### config.mk
export PLATFORM = sky130hd
export DESIGN_NAME = ps2_rx_fifo
export DESIGN_NICKNAME = d
export VERILOG_FILES = /design/src/rtl/ps2_pkg.sv /design/src/rtl/ps2_sync_fifo.sv /design/src/rtl/ps2_rx_fifo.sv
export SDC_FILE = /design/constraint.sdc
export NUM_CORES = 1
export LEC_CHECK = 0
export BUFFER_PORTS_ARGS = -buffer_cell sky130_fd_sc_hd__clkbuf_2
export CORE_MARGIN = 1
export CORE_UTILIZATION = 30
export CTS_CLUSTER_SIZE = 28
export DETAILED_ROUTE_END_ITERATION = 10
export PLACE_DENSITY_LB_ADDON = 0.05
export RECOVER_POWER = 25
export SLEW_MARGIN = 20
export SYNTH_ARGS = -nofsm -noshare
export SYNTH_HDL_FRONTEND = slang
export SYNTH_SLANG_ARGS = --single-unit
### constraint.sdc
create_clock -name clk -period 3.3 [get_ports clk]
set_input_delay 0.825 -clock clk [delete_from_list [all_inputs] [get_ports clk]]
set_output_delay 0.825 -clock clk [all_outputs]
set_load 0.01 [all_outputs]
### src/rtl/ps2_pkg.sv
// Shared definitions for the PS/2 receiver: receive FSM states, keyboard
// prefix codes and the FIFO entry width.
package ps2_pkg;

  typedef enum logic [1:0] {
    ST_IDLE   = 2'd0,
    ST_DATA   = 2'd1,
    ST_PARITY = 2'd2,
    ST_STOP   = 2'd3
  } ps2_state_e;

  localparam logic [7:0] PS2_PREFIX_EXT = 8'hE0;
  localparam logic [7:0] PS2_PREFIX_REL = 8'hF0;

  // FIFO entry layout: {released, extended, data[7:0]}
  localparam int PS2_ENTRY_W = 10;

endpackage

### src/rtl/ps2_sync_fifo.sv
// First-word-fall-through FIFO holding received PS/2 entries.
// The head entry is kept in a register so that it is zero after reset and
// holds its last value while the FIFO is empty.
module ps2_sync_fifo
  import ps2_pkg::*;
#(
  parameter int DEPTH = 8
) (
  input  logic                     clk,
  input  logic                     rst,
  input  logic                     push,
  input  logic [PS2_ENTRY_W-1:0]   push_data,
  input  logic                     pop_req,
  output logic [PS2_ENTRY_W-1:0]   head,
  output logic [$clog2(DEPTH):0]   level,
  output logic                     empty,
  output logic                     drop
);

  localparam int AW = $clog2(DEPTH);
  localparam logic [AW:0] FULL_CNT = (AW + 1)'(DEPTH);
  localparam logic [AW:0] ONE_CNT  = (AW + 1)'(1);

  logic [PS2_ENTRY_W-1:0] mem [DEPTH];
  logic [AW-1:0]          wr_ptr_q, wr_ptr_d;
  logic [AW-1:0]          rd_ptr_q, rd_ptr_d;
  logic [AW:0]            count_q, count_d;
  logic [PS2_ENTRY_W-1:0] head_q, head_d;
  logic                   full, pop_ok, push_ok;

  // Pointer/count bookkeeping and next head value (bypass when the FIFO
  // is empty or drains to the entry being written this cycle).
  always_comb begin
    full     = (count_q == FULL_CNT);
    pop_ok   = pop_req && (count_q != '0);
    push_ok  = push && (!full || pop_ok);
    drop     = push && full && !pop_ok;
    wr_ptr_d = push_ok ? wr_ptr_q + 1'b1 : wr_ptr_q;
    rd_ptr_d = pop_ok ? rd_ptr_q + 1'b1 : rd_ptr_q;
    count_d  = count_q;
    if (push_ok && !pop_ok) begin
      count_d = count_q + ONE_CNT;
    end else if (pop_ok && !push_ok) begin
      count_d = count_q - ONE_CNT;
    end
    head_d = head_q;
    if (pop_ok) begin
      if (count_q > ONE_CNT) begin
        head_d = mem[rd_ptr_d];
      end else if (push_ok) begin
        head_d = push_data;
      end
    end else if ((count_q == '0) && push_ok) begin
      head_d = push_data;
    end
  end

  // Storage array write port (no reset on the data array).
  always_ff @(posedge clk) begin
    if (push_ok) begin
      mem[wr_ptr_q] <= push_data;
    end
  end

  // Pointer, count and head registers.
  always_ff @(posedge clk or posedge rst) begin
    if (rst) begin
      wr_ptr_q <= '0;
      rd_ptr_q <= '0;
      count_q  <= '0;
      head_q   <= '0;
    end else begin
      wr_ptr_q <= wr_ptr_d;
      rd_ptr_q <= rd_ptr_d;
      count_q  <= count_d;
      head_q   <= head_d;
    end
  end

  assign head  = head_q;
  assign level = count_q;
  assign empty = (count_q == '0);

endmodule

### src/rtl/ps2_rx_fifo.sv
// PS/2 device-to-host receiver with deglitch filter, frame timeout,
// optional keyboard prefix decoding and a received-byte FIFO.
// Define PS2_RX_ERR_EN to enable bad-frame reporting (err_pulse/err_count);
// otherwise those outputs are tied to zero.
module ps2_rx_fifo
  import ps2_pkg::*;
#(
  parameter int FILTER_LEN  = 16,
  parameter int TIMEOUT_CYC = 65535,
  parameter int FIFO_DEPTH  = 8,
  parameter int KBD_MODE    = 1
) (
  input  logic                          clk,
  input  logic                          rst,
  input  logic                          enable_rcv,
  input  logic                          ps2clk_ext,
  input  logic                          ps2data_ext,
  output logic                          rd_valid,
  input  logic                          rd_ready,
  output logic [7:0]                    rd_data,
  output logic                          rd_released,
  output logic                          rd_extended,
  output logic [$clog2(FIFO_DEPTH):0]   fifo_level,
  output logic                          overflow,
  input  logic                          clr_overflow,
  output logic                          err_pulse,
  output logic [7:0]                    err_count
);

  // A falling edge is a clean run of highs followed by a longer run of lows.
  localparam logic [FILTER_LEN-1:0] FALL_PAT =
    {{(FILTER_LEN / 4){1'b1}}, {(3 * FILTER_LEN / 4){1'b0}}};
  localparam int TO_W = $clog2(TIMEOUT_CYC + 1);
  localparam logic [TO_W-1:0] TO_MAX = TO_W'(TIMEOUT_CYC);

  logic                  clk_s1_q, clk_s1_d, clk_s2_q, clk_s2_d;
  logic                  dat_s1_q, dat_s1_d, dat_s2_q, dat_s2_d;
  logic [FILTER_LEN-1:0] hist_q, hist_d;
  ps2_state_e            state_q, state_d;
  logic [2:0]            bit_cnt_q, bit_cnt_d;
  logic [7:0]            shreg_q, shreg_d;
  logic                  par_q, par_d;
  logic [TO_W-1:0]       to_cnt_q, to_cnt_d;
  logic                  pend_ext_q, pend_ext_d;
  logic                  pend_rel_q, pend_rel_d;
  logic                  overflow_q, overflow_d;

  logic                  edge_ok, timed_out, frame_done, frame_good;
  logic                  push;
  logic [PS2_ENTRY_W-1:0] push_word, head;
  logic                  fifo_empty, fifo_drop;

  // Synchronisers and the clock-line sample history.
  always_comb begin
    clk_s1_d = ps2clk_ext;
    clk_s2_d = clk_s1_q;
    dat_s1_d = ps2data_ext;
    dat_s2_d = dat_s1_q;
    hist_d   = {hist_q[FILTER_LEN-2:0], clk_s2_q};
  end

  // Frame FSM, timeout, frame check, prefix decode and overflow flag.
  always_comb begin
    edge_ok    = (hist_q == FALL_PAT) && enable_rcv;
    timed_out  = (state_q != ST_IDLE) && (to_cnt_q == TO_MAX);
    frame_done = edge_ok && (state_q == ST_STOP) && !timed_out;
    frame_good = frame_done && (^{shreg_q, par_q}) && dat_s2_q;

    state_d   = state_q;
    bit_cnt_d = bit_cnt_q;
    shreg_d   = shreg_q;
    par_d     = par_q;
    if (edge_ok) begin
      to_cnt_d = '0;
    end else if (to_cnt_q != TO_MAX) begin
      to_cnt_d = to_cnt_q + 1'b1;
    end else begin
      to_cnt_d = to_cnt_q;
    end

    if (timed_out) begin
      state_d   = ST_IDLE;
      bit_cnt_d = '0;
    end else if (edge_ok) begin
      case (state_q)
        ST_IDLE: begin
          if (!dat_s2_q) begin
            state_d   = ST_DATA;
            bit_cnt_d = '0;
          end
        end
        ST_DATA: begin
          shreg_d   = {dat_s2_q, shreg_q[7:1]};
          bit_cnt_d = bit_cnt_q + 1'b1;
          if (bit_cnt_q == 3'd7) begin
            state_d = ST_PARITY;
          end
        end
        ST_PARITY: begin
          par_d   = dat_s2_q;
          state_d = ST_STOP;
        end
        ST_STOP: begin
          state_d = ST_IDLE;
        end
        default: state_d = ST_IDLE;
      endcase
    end

    push       = 1'b0;
    push_word  = {pend_rel_q, pend_ext_q, shreg_q};
    pend_ext_d = pend_ext_q;
    pend_rel_d = pend_rel_q;
    if (frame_good) begin
      if (KBD_MODE != 0) begin
        if (shreg_q == PS2_PREFIX_EXT) begin
          pend_ext_d = 1'b1;
        end else if (shreg_q == PS2_PREFIX_REL) begin
          pend_rel_d = 1'b1;
        end else begin
          push       = 1'b1;
          pend_ext_d = 1'b0;
          pend_rel_d = 1'b0;
        end
      end else begin
        push      = 1'b1;
        push_word = {2'b00, shreg_q};
      end
    end

    // A drop in the same cycle as a clear keeps the flag set.
    if (fifo_drop) begin
      overflow_d = 1'b1;
    end else if (clr_overflow) begin
      overflow_d = 1'b0;
    end else begin
      overflow_d = overflow_q;
    end
  end

  // Receiver state registers.
  always_ff @(posedge clk or posedge rst) begin
    if (rst) begin
      clk_s1_q   <= 1'b0;
      clk_s2_q   <= 1'b0;
      dat_s1_q   <= 1'b0;
      dat_s2_q   <= 1'b0;
      hist_q     <= '0;
      state_q    <= ST_IDLE;
      bit_cnt_q  <= '0;
      shreg_q    <= '0;
      par_q      <= 1'b0;
      to_cnt_q   <= '0;
      pend_ext_q <= 1'b0;
      pend_rel_q <= 1'b0;
      overflow_q <= 1'b0;
    end else begin
      clk_s1_q   <= clk_s1_d;
      clk_s2_q   <= clk_s2_d;
      dat_s1_q   <= dat_s1_d;
      dat_s2_q   <= dat_s2_d;
      hist_q     <= hist_d;
      state_q    <= state_d;
      bit_cnt_q  <= bit_cnt_d;
      shreg_q    <= shreg_d;
      par_q      <= par_d;
      to_cnt_q   <= to_cnt_d;
      pend_ext_q <= pend_ext_d;
      pend_rel_q <= pend_rel_d;
      overflow_q <= overflow_d;
    end
  end

  ps2_sync_fifo #(
    .DEPTH (FIFO_DEPTH)
  ) u_fifo (
    .clk       (clk),
    .rst       (rst),
    .push      (push),
    .push_data (push_word),
    .pop_req   (rd_ready),
    .head      (head),
    .level     (fifo_level),
    .empty     (fifo_empty),
    .drop      (fifo_drop)
  );

  assign rd_valid    = !fifo_empty;
  assign rd_data     = head[7:0];
  assign rd_extended = head[8];
  assign rd_released = head[9];
  assign overflow    = overflow_q;

`ifdef PS2_RX_ERR_EN
  logic       frame_bad;
  logic       err_pulse_q, err_pulse_d;
  logic [7:0] err_cnt_q, err_cnt_d;

  // Bad-frame pulse and saturating counter.
  always_comb begin
    frame_bad   = frame_done && !frame_good;
    err_pulse_d = frame_bad;
    err_cnt_d   = err_cnt_q;
    if (frame_bad && (err_cnt_q != 8'hFF)) begin
      err_cnt_d = err_cnt_q + 8'd1;
    end
  end

  // Error reporting registers.
  always_ff @(posedge clk or posedge rst) begin
    if (rst) begin
      err_pulse_q <= 1'b0;
      err_cnt_q   <= '0;
    end else begin
      err_pulse_q <= err_pulse_d;
      err_cnt_q   <= err_cnt_d;
    end
  end

  assign err_pulse = err_pulse_q;
  assign err_count = err_cnt_q;
`else
  assign err_pulse = 1'b0;
  assign err_count = 8'd0;
`endif

endmodule
Word-level counts from Yosys, hierarchy flattened:

Memories as Yosys holds them, arrays and structs flattened.
Cells that the tools add are included.

* input bits: 7
* word-level logic and storage cells: 106
* output and inout port bits: 25
* register bits after elaboration: 73
* memories: 1
* RAM bits: 80

Memories
* u_fifo.mem: words 8, width 10, rd ports 1, clocked after Yosys merged registers in 0, write ports 1, RTL line ps2_sync_fifo.sv:24 `logic [PS2_ENTRY_W-1:0] mem [DEPTH];`

* multiplexer cells: 28
* $add $sub $neg: 6
* bitwise operators: 2
* equal/unequal tests: 14
* reductions and logical operators: 37
* $lt $le $gt $ge: 1

Operators by type and width (number)
* 10-bit 2-to-1 mux: 4
* 16-bit == test, second input constant: 2
* 16-bit 2-to-1 mux: 2
* 16-bit by 1-bit adder with 16-bit output, second input constant: 1
* 8-bit == test, second input constant: 2
* 16-bit != test, second input constant: 1
* 1-bit logical AND: 13
* 3-bit 2-to-1 mux: 4
* 3-bit AND reduction: 4
* 2-bit nonzero test: 6
* 1-bit 2-to-1 mux: 10
* 3-bit by 1-bit adder with 3-bit output, second input constant: 3
* 3-bit != test, second input constant: 3
* 9-bit XOR reduction: 1
* 2-bit 2-to-1 mux: 4
* 4-bit 2-to-1 mux: 2
* 2-bit one-hot mux with 4 select lines: 1
* 3-bit one-hot mux with 2 select lines: 1
* 2-bit AND reduction: 3
* 1-bit logical NOT: 5
* 4-bit by 1-bit adder with 4-bit output, second input constant: 1
* 2-bit == test, second input constant: 2
* 4-bit == test, second input constant: 1
* 4-bit by 1-bit greater-than comparator with 1-bit output, second input constant: 1
* 10 further kinds: 11

Logic depth before layout (Yosys ltp):

* word-level depth: 12
* gate-level depth with buffers: 11
* mapped depth without buffers: 10

By module:

Synthesis repeated with hierarchy kept, for this count alone.

* cells, all modules: 505
* area, all modules: 6801.5 um^2

By module, submodules not included
* ps2_sync_fifo: sequential area each 2902.8 um^2, area an instance 4240.3 um^2, cells each 288, times used 1
* ps2_rx_fifo: sequential area each 1326.3 um^2, area an instance 2561.2 um^2, cells each 217, times used 1

Worst setup path after synthesis:

OpenSTA, ideal clock, no wires.

* kind: input to register
* start: input enable_rcv
* end: memory u_fifo.mem[0][0] (enable)
* buffers on the path: 0
* data arrival time: 2968 ps
* stages: 5
* setup slack: -71 ps
* library setup time: 403 ps
* required time: 2897 ps
* cell sequence: nand3_1 > or3_4 > nor4_4 > nand3_4 > nor4_1

* cells in the longest elaborated chain, start to end: 9

RTL lines
* start, declared: RTL line ps2_rx_fifo.sv:15 `input logic enable_rcv,`
* 1-bit logical AND: RTL line ps2_rx_fifo.sv:64 `edge_ok = (hist_q == FALL_PAT) && enable_rcv;`
* 1-bit logical AND (2 in series): RTL line ps2_rx_fifo.sv:66 `frame_done = edge_ok && (state_q == ST_STOP) && !timed_out;`
* 1-bit logical AND (2 in series): RTL line ps2_rx_fifo.sv:67 `frame_good = frame_done && (^{shreg_q, par_q}) && dat_s2_q;`
* 1-bit 2-to-1 mux: RTL line ps2_rx_fifo.sv:114 `if (frame_good) begin`
* 1-bit logical AND: RTL line ps2_sync_fifo.sv:36 `push_ok = push && (!full || pop_ok);`
* 1-bit 2-to-1 mux: RTL line ps2_sync_fifo.sv:60 `if (push_ok) begin`
* 1-bit 2-to-1 mux (not written as such): RTL line ps2_sync_fifo.sv:61 `mem[wr_ptr_q] <= push_data;`
* end, declared: RTL line ps2_sync_fifo.sv:24

Every way passes these cells.

Worst setup path after layout:

* start: register u_fifo.count_q[1], in the netlist u_fifo.level[1]
* end: register u_fifo.head_q[5], in the netlist u_fifo.head[5]

* cells in the longest elaborated chain, start to end: 7
* elaborated cells on any way between the ends: 16
* classes of those cells: order compare: 1; eq/ne: 2; mux: 3; reduce/logical: 9; memory: 1

RTL lines
* start, declared: RTL line ps2_sync_fifo.sv:27 `logic [AW:0] count_q, count_d;`
* start signal, assigned: RTL line ps2_sync_fifo.sv:75 `count_q <= count_d;`
* branches (longest 7 deep; another with memory 8 x 10 bit)
* end signal, assigned: RTL line ps2_sync_fifo.sv:71 `head_q <= '0;`
* end signal, assigned: RTL line ps2_sync_fifo.sv:76 `head_q <= head_d;`
* end, declared: RTL line ps2_sync_fifo.sv:28 `logic [PS2_ENTRY_W-1:0] head_q, head_d;`

Several ways; the timed one is not identified.
A chain may end at the register's enable or synchronous reset.

==> flow_results.xml <==
<?xml version="1.0" encoding="UTF-8"?>
<metrics>
  <group name="run_status">
    <metric name="run_status" unit="">completed</metric>
  </group>
  <group name="yosys">
    <metric name="cells_after_synthesis" unit="">553</metric>
    <metric name="dominant_combinational_cell_family_by_area_after_synthesis" unit="">simple AND/OR/NAND/NOR gates</metric>
    <metric name="yosys-top-cells-area" unit="">sky130_fd_sc_hd__edfxtp_1, sky130_fd_sc_hd__dfrtp_1, sky130_fd_sc_hd__o22ai_1</metric>
    <metric name="synth_area" unit="mm2">0.00683</metric>
    <metric name="synth_xor_xnor_area_share" unit="">0.0315</metric>
    <metric name="synth_ff_type" unit="">sky130_fd_sc_hd__edfxtp_1</metric>
    <metric name="postSynthAreaPerCell" unit="um2">12.4</metric>
    <metric name="ys_top_cells_by_count" unit="">sky130_fd_sc_hd__edfxtp_1, sky130_fd_sc_hd__o22ai_1, sky130_fd_sc_hd__dfrtp_1</metric>
    <metric name="synth_warnings" unit="">0</metric>
    <metric name="synth_area_leader_cell" unit="">sky130_fd_sc_hd__edfxtp_1</metric>
    <metric name="synth.distinct_cells" unit="">57</metric>
    <metric name="synth-compound-area-share" unit="">0.127</metric>
    <metric name="synthDominantCellAreaShare" unit="">0.352</metric>
    <metric name="ys_ff_latch" unit="">153</metric>
    <metric name="synth_edf_count" unit="">80</metric>
    <metric name="muxShareOfSynthArea" unit="">0.0315</metric>
    <metric name="synth_async_sr_flop_share" unit="">0.477</metric>
    <metric name="proportion_of_synthesized_chip_area_in_sequential_cells" unit="">0.619</metric>
    <metric name="post-synth-top-count-cell" unit="">sky130_fd_sc_hd__edfxtp_1</metric>
    <metric name="synth_adder_area_share" unit="">0.0256</metric>
    <metric name="post_synth_and_or_nand_nor_area_fraction" unit="">0.128</metric>
  </group>
  <group name="timing">
    <metric name="rsz0062_at_grt" unit="">no</metric>
    <metric name="final_min_period_over_clock_period" unit="">0.877</metric>
    <metric name="clock_skew" unit="ns">0.0180</metric>
    <metric name="fin_hold_ws" unit="ns">0.353</metric>
    <metric name="timing.max_slew.rel_slack" unit="">0.429</metric>
    <metric name="setup_tns" unit="ns">0</metric>
    <metric name="period_needed" unit="ns">2.89</metric>
    <metric name="hold_viol_final" unit="">0</metric>
    <metric name="number_of_endpoints_failing_setup_at_the_final_stage" unit="">0</metric>
    <metric name="timing_max_transition_violations_final" unit="">0</metric>
    <metric name="max_freq" unit="GHz">0.345</metric>
    <metric name="worstMarginPinSlew" unit="ns">0.856</metric>
  </group>
  <group name="floorplanning">
    <metric name="io_pins" unit="">32</metric>
    <metric name="core-area" unit="mm2">0.0221</metric>
    <metric name="die_height" unit="um">153</metric>
    <metric name="floorplan.initialDensity" unit="">0.309</metric>
    <metric name="die_w" unit="um">153</metric>
    <metric name="die_area" unit="mm2">0.0234</metric>
    <metric name="floorplan.rows" unit="">54</metric>
  </group>
  <group name="clock_network">
    <metric name="htreeDepth" unit="">4</metric>
    <metric name="postCtsHoldBufs" unit="">0</metric>
    <metric name="cts_root_buf" unit="">sky130_fd_sc_hd__clkbuf_16</metric>
    <metric name="postCtsResizedCells" unit="">0</metric>
    <metric name="tritoncts_clock_tree" unit="">done</metric>
    <metric name="cts-buffers-inserted" unit="">17</metric>
    <metric name="cts_post_setup_buffers_inserted" unit="">0</metric>
    <metric name="clk_pin_slew" unit="ns">0.06</metric>
    <metric name="worstSkewPairLatency" unit="ns">0.43</metric>
    <metric name="ctsLongestPathBuffers" unit="">2</metric>
    <metric name="clock_sink_count" unit="">153</metric>
  </group>
  <group name="placed_design">
    <metric name="gp_congestion" unit="">0.794</metric>
    <metric name="post-dp-hpwl" unit="um">12600</metric>
    <metric name="port_buffers" unit="">22</metric>
  </group>
  <group name="detailed_routing">
    <metric name="wire_per_inst" unit="um">20.7</metric>
    <metric name="firstDrtPassIters" unit="">5</metric>
    <metric name="drc_markers" unit="">0</metric>
    <metric name="routed_vias" unit="">4778</metric>
    <metric name="vias_per_inst" unit="">5.34</metric>
    <metric name="final_antenna_net_count" unit="">0</metric>
    <metric name="drt_first_iter_violations" unit="">292</metric>
    <metric name="routed_wire_length" unit="um">18500</metric>
  </group>
  <group name="global_route">
    <metric name="grt_pass1_vias" unit="">4870</metric>
    <metric name="gr_overflow_total" unit="">0</metric>
    <metric name="globalRouteTotalUtil" unit="">0.167</metric>
    <metric name="grt_max_degree" unit="">45</metric>
    <metric name="grt_first_pass_wirelength" unit="um">29200</metric>
    <metric name="antenna_found_initial" unit="">0</metric>
  </group>
  <group name="worst_setup_path">
    <metric name="timing_worst_setup_path_type" unit="">flop to flop</metric>
    <metric name="critical_path_arrival" unit="ns">3.18</metric>
    <metric name="critPathMaxFanout" unit="">9</metric>
    <metric name="cp-start-kind" unit="">flop</metric>
    <metric name="critPathRequiredTime" unit="ns">3.58</metric>
    <metric name="critPathCaptureType" unit="">flop</metric>
  </group>
  <group name="finish">
    <metric name="syn_to_final_growth" unit="%">16.5</metric>
    <metric name="finalNetCount" unit="">622</metric>
    <metric name="antenna_cells_inserted" unit="">0</metric>
    <metric name="final_layout_size_suffix_gt1_frac" unit="">0.173</metric>
  </group>
  <group name="power">
    <metric name="power.leakage" unit="nW">3.25</metric>
    <metric name="power.density" unit="mW/mm2">558</metric>
    <metric name="max-vdd-ir-drop" unit="mV">0.282</metric>
  </group>
  <group name="flow_run">
    <metric name="timing.max_cap.violations" unit="">0</metric>
  </group>
  <group name="hold_path">
    <metric name="holdCritPathClass" unit="">flop to flop</metric>
  </group>
</metrics>
[critical path, cell delays in order, from the launching register on]
cell and delay (ns):
sky130_fd_sc_hd__dfrtp_1 0.43, sky130_fd_sc_hd__inv_1 0.10, sky130_fd_sc_hd__ha_1 0.18, sky130_fd_sc_hd__buf_4 0.13
sky130_fd_sc_hd__nor4bb_1 0.54, sky130_fd_sc_hd__a311oi_4 0.11, sky130_fd_sc_hd__buf_4 0.19, sky130_fd_sc_hd__nand2b_1 0.37
sky130_fd_sc_hd__nor3_1 0.15, sky130_fd_sc_hd__nor4_1 0.48, sky130_fd_sc_hd__a31oi_1 0.08
[area by class of cell]
cell class              count  area (um2)
fillers                  2135       14100
flip-flops and latches    153        4230
multi-input cells         357        2400
clock buffers              21         469
repair buffers             58         350
well taps                 280         350
clock inverters            11         108
inverters                  14        53.8
[state kept, by name (all words and copies together) (netlist names), 2 cells and up]
| signal | count |
|---|---|
| state_q | 2 |
| to_cnt_q | 16 |
| u_fifo.wr_ptr_q | 3 |
| u_fifo.head | 10 |
| hist_q | 16 |
| u_fifo.level | 4 |
| shreg_q | 8 |
| u_fifo.rd_ptr_q | 3 |
| bit_cnt_q | 3 |
| u_fifo.mem | 80 |
[per-layer routing]
layer | GRT usage | routed length [um]
met1 | 0.222 | 8480
met2 | 0.266 | 8810
met3 | 0.0332 | 730
met4 | 0.0654 | 456
met5 | 0 | 0
[kinds of logic (layout without fill, tap and decap cells)]
logic type	after synthesis	in the layout
compound gates	135	135
xor+xnor	23	23
fa+ha+maj	14	14
buf+inv	51	104
flops	153	153
mux	20	20
other cells	1	9
simple gates	156	156
[placed cells by master, fill, tap and decap left out, types with 3 or more instances in the layout]
| cell type | n |
|---|---|
| sky130_fd_sc_hd__nor2_1 | 28 |
| sky130_fd_sc_hd__clkbuf_2 | 22 |
| sky130_fd_sc_hd__nand4_1 | 14 |
| sky130_fd_sc_hd__xnor2_1 | 14 |
| sky130_fd_sc_hd__dfrtp_1 | 73 |
| sky130_fd_sc_hd__o22ai_1 | 74 |
| sky130_fd_sc_hd__nand2_1 | 20 |
| sky130_fd_sc_hd__nand4b_1 | 3 |
| sky130_fd_sc_hd__nand3_1 | 7 |
| sky130_fd_sc_hd__edfxtp_1 | 80 |
| sky130_fd_sc_hd__or3_1 | 4 |
| sky130_fd_sc_hd__clkbuf_1 | 9 |
| sky130_fd_sc_hd__buf_4 | 28 |
| sky130_fd_sc_hd__o21ai_0 | 15 |
| sky130_fd_sc_hd__nand2b_1 | 7 |
| sky130_fd_sc_hd__inv_6 | 4 |
| sky130_fd_sc_hd__ha_1 | 14 |
| sky130_fd_sc_hd__conb_1 | 9 |
| sky130_fd_sc_hd__a21oi_1 | 13 |
| sky130_fd_sc_hd__nor3_1 | 35 |
| sky130_fd_sc_hd__nor4_1 | 15 |
| sky130_fd_sc_hd__mux2i_1 | 8 |
| sky130_fd_sc_hd__a31oi_1 | 10 |
| sky130_fd_sc_hd__o31ai_1 | 10 |
| sky130_fd_sc_hd__xor2_1 | 8 |
| sky130_fd_sc_hd__and4_1 | 4 |
| sky130_fd_sc_hd__mux2_2 | 11 |
| sky130_fd_sc_hd__clkbuf_16 | 18 |
| sky130_fd_sc_hd__inv_1 | 11 |
[worst paths after layout]
path	from	to	slack (ns)	depth (start not counted)
max	u_fifo.level[1]	u_fifo.head[5]	0.41	10
min	dat_s1_q	dat_s2_q	0.35	0
max reg2reg	u_fifo.level[1]	u_fifo.head[5]	0.41	10
min reg2reg	dat_s1_q	dat_s2_q	0.35	0
max in group asynchronous	rst	u_fifo.head[2]	2.07	3
min in group asynchronous	rst	u_fifo.level[0]	0.49	2
[stage by stage]
step	cells	setup WS (ns)	cell area, um2	utilization	total power (W)
detailed placement	862	0.316	7410	0.336	0.00256
global placement	862	0.362	7410	0.336	0.00255
floorplan	561	0.139	6870	-	0.00248
CTS	894	0.345	7990	0.362	0.00450
finish	894	0.406	7960	0.360	0.00444
global route	894	0.184	7960	0.360	0.00463
[report_power, final]
| group | leakage (nW) | switching [W] | internal, W |
|---|---|---|---|
| Sequential | 1.85 | 0.000104 | 0.00210 |
| Combinational | 1.11 | 0.000186 | 0.000127 |
| Clock | 0.286 | 0.000807 | 0.00111 |
| Total | 3.25 | 0.00110 | 0.00334 |
No activity file was read; power rests on OpenSTA's default activity.
